### src/rtl/hazard_scoreboard.sv
// Issue sequencer between ID and EXE: tracks the EX/MEM destinations, raises RAW stalls,
// squashes issue on taken branches and keeps saturating stall/flush counters.
module hazard_scoreboard #(
    parameter int REG_W = 4,
    parameter int CNT_W = 16
) (
    input  logic             clk,
    input  logic             rst,
    input  logic             id_valid,
    input  logic [REG_W-1:0] id_src1,
    input  logic [REG_W-1:0] id_src2,
    input  logic             id_two_src,
    input  logic [REG_W-1:0] id_dest,
    input  logic             id_wb_en,
    input  logic             id_mem_r_en,
    input  logic             fwd_en,
    input  logic             branch_taken,
    input  logic             freeze,
    output logic             hazard,
    output logic             flush,
    output logic [CNT_W-1:0] stall_count,
    output logic [CNT_W-1:0] flush_count
);

    localparam logic [CNT_W-1:0] CNT_MAX = {CNT_W{1'b1}};

    logic             ex_v;
    logic             ex_wb;
    logic             ex_mr;
    logic [REG_W-1:0] ex_dest;
    logic             mem_v;
    logic             mem_wb;
    logic [REG_W-1:0] mem_dest;

    logic ex_hit;
    logic mem_hit;
    logic issue;

    // A slot only matters when it holds a valid register writer; src2 is ignored unless used.
    always_comb begin
        ex_hit  = ex_v & ex_wb &
                  ((ex_dest == id_src1) | (id_two_src & (ex_dest == id_src2)));
        mem_hit = mem_v & mem_wb &
                  ((mem_dest == id_src1) | (id_two_src & (mem_dest == id_src2)));
    end

    // With forwarding only a load still in EX cannot supply its result in time.
    always_comb begin
        if (fwd_en) begin
            hazard = id_valid & ex_mr & ex_hit;
        end else begin
            hazard = id_valid & (ex_hit | mem_hit);
        end
        flush = branch_taken;
        issue = id_valid & ~hazard & ~flush;
    end

    always_ff @(posedge clk or negedge rst) begin
        if (!rst) begin
            ex_v     <= 1'b0;
            ex_wb    <= 1'b0;
            ex_mr    <= 1'b0;
            ex_dest  <= '0;
            mem_v    <= 1'b0;
            mem_wb   <= 1'b0;
            mem_dest <= '0;
        end else if (!freeze) begin
            mem_v    <= ex_v;
            mem_wb   <= ex_wb;
            mem_dest <= ex_dest;
            if (issue) begin
                ex_v    <= 1'b1;
                ex_wb   <= id_wb_en;
                ex_mr   <= id_mem_r_en;
                ex_dest <= id_dest;
            end else begin
                ex_v    <= 1'b0;
                ex_wb   <= 1'b0;
                ex_mr   <= 1'b0;
                ex_dest <= '0;
            end
        end
    end

    // Counters stick at all-ones so long runs never alias back to small values.
    always_ff @(posedge clk or negedge rst) begin
        if (!rst) begin
            stall_count <= '0;
            flush_count <= '0;
        end else if (!freeze) begin
            if (hazard && (stall_count != CNT_MAX)) begin
                stall_count <= stall_count + CNT_W'(1);
            end
            if (flush && (flush_count != CNT_MAX)) begin
                flush_count <= flush_count + CNT_W'(1);
            end
        end
    end

endmodule

### config.mk
export PLATFORM = sky130hd
export DESIGN_NAME = hazard_scoreboard
export DESIGN_NICKNAME = d
export VERILOG_FILES = /design/src/rtl/hazard_scoreboard.sv
export SDC_FILE = /design/constraint.sdc
export NUM_CORES = 1
export LEC_CHECK = 0
export CAP_MARGIN = 40
export CORE_MARGIN = 2
export CORE_UTILIZATION = 53
export CTS_CLUSTER_SIZE = 12
export DETAILED_ROUTE_END_ITERATION = 16
export PLACE_DENSITY = 0.85
export SLEW_MARGIN = 20
export SYNTH_ARGS = -nofsm -noshare
export SYNTH_HDL_FRONTEND = slang
export SYNTH_SLANG_ARGS = --single-unit
### constraint.sdc
create_clock -name clk -period 4.6 [get_ports clk]
set_clock_uncertainty 0.1 [all_clocks]
set_input_delay 0.92 -clock clk [delete_from_list [all_inputs] [get_ports clk]]
set_output_delay 0.92 -clock clk [all_outputs]
set_load 0.03 [all_outputs]
# After elaboration in Yosys (flattened, before gate mapping)
# Cells that the tools add are included.
[classes]
n_eq_ne = 6
bitwise = 17
add_sub_neg = 2
reduce_logical = 4
n_mux = 5
[ops]
columns = ["operator", "n"]
rows = [
  ["$add 16x1->16 const B", 2],
  ["$ne 16x16->1 const B", 2],
  ["$eq 4x4->1", 4],
  ["$and 1x1->1", 11],
  ["$mux 1", 4],
  ["$mux 4", 1],
  ["$reduce_and 2->1", 2],
  ["$not 1->1", 3],
  ["$or 1x1->1", 3],
  ["$logic_and 1x1->1", 2],
]
[word_totals]
in_bits = 21
out_inout_bits = 34
ff_bits = 45
elab_cells = 43

# Longest topological paths before layout
[depth]
depth_word = 11
depth_mapped = 7
ltp_nobuf = 7

# Worst setup path before layout
# Ideal clock, no wire load.
[synth_path]
kind = "input-to-output"
start = "in id_src2[2]"
end = "out hazard"
required_time_ns = 3.580
arrival_time_ns = 2.258
setup_slack_ns = 1.322
path_stages = 5
cell_sequence = "xor2_1 -> o41ai_1 -> a22oi_2 -> buf_2 -> nor2b_1"
[synth_between]
elab_chain_cells = 7
word_cells_on_any_way = 12
classes_between = "eq/ne: 2; mux: 1; bitwise: 9"
[synth_lines]
columns = ["item", "line_no", "text"]
rows = [
  ["from (decl)", "11", "input logic [REG_W-1:0] id_src2,"],
  ["$eq 4x4->1 (on tied branches)", "42, 44", ""],
  ["$and 1x1->1 (on tied branches)", "42, 44", ""],
  ["$or 1x1->1 (on tied branches)", "42, 44", ""],
  ["$and 1x1->1 (on tied branches)", "41, 43", ""],
  ["$or 1x1->1", "52", "hazard = id_valid & (ex_hit | mem_hit);"],
  ["$and 1x1->1", "52", ""],
  ["$mux 1 *", "49", "if (fwd_en) begin"],
  ["to (decl)", "19", "output logic hazard,"],
]
# Mark *: on every way between the ends. The rest lies on a longest branch, timed or not.

# Worst setup path after layout
# Ends and elaborated chain as after synthesis.

==> flow_metrics.env <==
export IMPL_status="complete, no violations"
export IMPL_cts_tree="done"
export IMPL_fin_setup_tns_ns=0
export IMPL_cts_resized=0
export IMPL_cp_required_ns=3.58
export IMPL_vias_per_cell=5.486
export IMPL_first_pass_iters=4
export IMPL_clk_path_buf_depth=2
export IMPL_power_density_nw_per_um2=317.6
export IMPL_wirelength_mm=4.575
export IMPL_dieArea_um2=4782
export IMPL_ios=55
export IMPL_detail_route_antenna_nets=0
export IMPL_path_max_fanout=2
export IMPL_grt_max_degree=25
export IMPL_nNetsFinal=284
export IMPL_rows=23
export IMPL_synth_nets=227
export IMPL_place_inst=304
export IMPL_stdcell_count=311
export IMPL_setup_violations=0
export IMPL_grt_pass1_wl_mm=8.052
export IMPL_fin_area_um2=2944
export IMPL_p_leak_nw=1.292
export IMPL_critPathCaptureType="output port"
export IMPL_core_area_um2=4029
export IMPL_cts_sinks=45
export IMPL_cp_arrival_ns=2.92
export IMPL_placed_area_um2=2858
export IMPL_yosysSeqAreaShare_pct=50.06
export IMPL_synthCells=204
export IMPL_die_h_um=69.15
export IMPL_gp_congestion=0.8382
export IMPL_start_util_pct=55.84
export IMPL_dp_hpwl_mm=3.456
export IMPL_cts_inserted_buffers=5
export IMPL_drcViolationCount=0
export IMPL_whs_ns=0.3880
export IMPL_cts_setup_buffers=0
export IMPL_synth_seq_cells=45
export IMPL_n_antenna_cell=0
export IMPL_slowest_delay_ns=0.68
export IMPL_avgSynthCellArea_um2=11.03
export IMPL_htreeDepth=2
export IMPL_crit_chain="clkdlybuf4s50_1, xor2_1, o41ai_1, a22oi_2, nor2b_1, clkdlybuf4s50_1"
export IMPL_clk_insertion_delay_late_ns=0.29
export IMPL_crit_slowest_cell="clkdlybuf4s50_1"
export IMPL_antenna_found_initial=0
export IMPL_via_count=1706
export IMPL_grt_pass1_vias=1735
export IMPL_period_share_pct=85.75
export IMPL_dieWidth_um=69.15
export IMPL_overflow=0
export IMPL_path_common_cell="clkdlybuf4s50_1"
export IMPL_maxCapViolCount=0
export IMPL_ctsRootBufferMaster="clkbuf_8"
export IMPL_fmax_ghz=0.2535
export IMPL_synth_cell_types=32
export IMPL_drive_gt1_share_pct=9.962
export IMPL_slew_headroom_pct=50.19
export IMPL_slew_viol_final=0
export IMPL_rsz0062_at_grt="no"
export IMPL_syn2layout_area_growth_pct=30.87
export IMPL_crit_type="in2out"
export IMPL_drt_iter0_markers=78
export IMPL_finalCriticalPeriod_ns=3.944
export IMPL_peakVddDrop_mv=0.4069
export IMPL_hold_class="reg2reg"
export IMPL_start_kind="input port"
export IMPL_synth_area_um2=2250
export IMPL_hold_viol=0
export IMPL_grt_use_total_pct=21.05
export IMPL_ctsHoldBuffers=0
export IMPL_wire_per_inst_um=14.71
export IMPL_worst_pin_slew_ns=0.7456
export IMPL_io_buffers=54
export IMPL_yosys_warnings=0
export IMPL_clk_pin_slew_worst_paths_ns=0.08
## cells by family after synthesis
group	after synthesis	synth area share, %
XOR/XNOR	44	17.13
adder cells (fa/ha/maj)	2	1.112
multiplexers	8	4.005
flip-flops	45	50.06
AO/OA/AOI/OAI	15	5.729
AND/OR/NAND/NOR	81	20.19
buffers and inverters	9	1.780
## registers in the layout, indices dropped and copies added (netlist names)
| register | flops |
|---|---|
| ex_v | 1 |
| ex_dest | 4 |
| mem_dest | 4 |
| mem_v | 1 |
| stall_count | 16 |
| ex_mr | 1 |
| mem_wb | 1 |
| ex_wb | 1 |
| flush_count | 16 |
## layout make-up
cell class	instances	area, um2
clock buffer	7	86.33
fill	303	1085
inverter	2	7.507
multi-input combinational	150	1084
sequential	45	1126
tap	50	62.56
timing repair buffer	57	578.1
## cells in the final DEF, fill, tap and decap left out, types with 2 or more instances in the layout
cell	instances
mux2_2	8
nor4_2	5
nand4_1	7
a21oi_1	3
or4_1	3
nand2_1	20
nor2b_1	4
nor4_1	2
nor2_1	10
clkbuf_8	6
xnor2_1	23
clkdlybuf4s50_1	53
buf_4	2
nor3_1	5
a22o_1	6
ha_1	2
or3_1	2
inv_1	2
and3_1	6
dfrtp_1	45
xor2_1	21
nand3_1	13
## worst max-delay path, delay by kind of cell
kind	cells	cell delay, ns
buffers and inverters	2	1.13
and+or+nand+nor	1	0.13
xor gates and xnor gates	1	0.18
AOI/OAI and AO/OA	2	0.57
## report_power, final
| part | switching [mW] | internal (mW) | total [mW] |
|---|---|---|---|
| clock network | 0.121 | 0.119 | 0.240 |
| logic | 0.114 | 0.106 | 0.220 |
| registers | 0.0443 | 0.431 | 0.475 |
## synthesized netlist by cell type (all sizes together)
library cell	count	area share, %
dfrtp	45	50
xnor2	23	9.0
xor2	21	8.2
nand2	20	3.3
nand3	13	2.9
nor2	10	1.7
mux2	8	4.0
nand4	7	1.9
nor4	7	3.3
a22o	6	2.3
and3	6	1.7
nor3	5	1.1
clkbuf	4	0.67
nor2b	4	1.1
a21oi	3	0.67
buf	3	0.78
or4	3	1.0
ha	2	1.1
inv	2	0.33
nor3b	2	0.89
o41ai	2	1.1
or3	2	0.56
a21o	1	0.33
a22oi	1	0.56
a41oi	1	0.39
and4	1	0.39
nand2b	1	0.28
o211ai	1	0.33
## through the flow
stage                     util, %  worst slack (ns)  power (mW)
after floorplan                 -             1.322      0.5983
after global placement      70.25            0.7347      0.6952
after detailed placement    70.93            0.6485      0.7023
after CTS                   73.07            0.6408      0.9451
after global routing        73.07            0.5378      0.9889
final                       73.07            0.6555      0.9352
## worst paths after layout
kind / startpoint / to / slack (ns) / cells after the start
worst min register to register: stall_count[8]$_DFFE_PN0P_ / stall_count[8]$_DFFE_PN0P_ / 0.39 / 1
worst max-delay path: id_src2[2] / hazard / 0.66 / 6
worst min-delay path: stall_count[8]$_DFFE_PN0P_ / stall_count[8]$_DFFE_PN0P_ / 0.39 / 1
min in group asynchronous: rst / mem_dest[1]$_DFFE_PN0N_ / 0.51 / 1
worst max register to register: stall_count[0]$_DFFE_PN0P_ / stall_count[1]$_DFFE_PN0P_ / 2.11 / 7
max in group asynchronous: rst / flush_count[15]$_DFFE_PN0P_ / 3.38 / 2
## routing by layer
layer | part of all wire (%) | track usage (%) | wire (um) | vias up
met1 | 44 | 26.88 | 1996 | 814
met2 | 50 | 35.15 | 2275 | 49
met4 | 1.9 | 7.190 | 89 | 0
li1 | - | - | - | 831
met3 | 4.7 | 4.971 | 213 | 12
met5 | 0 | 0 | 0 | -
Power figures use the tool's default switching activity.
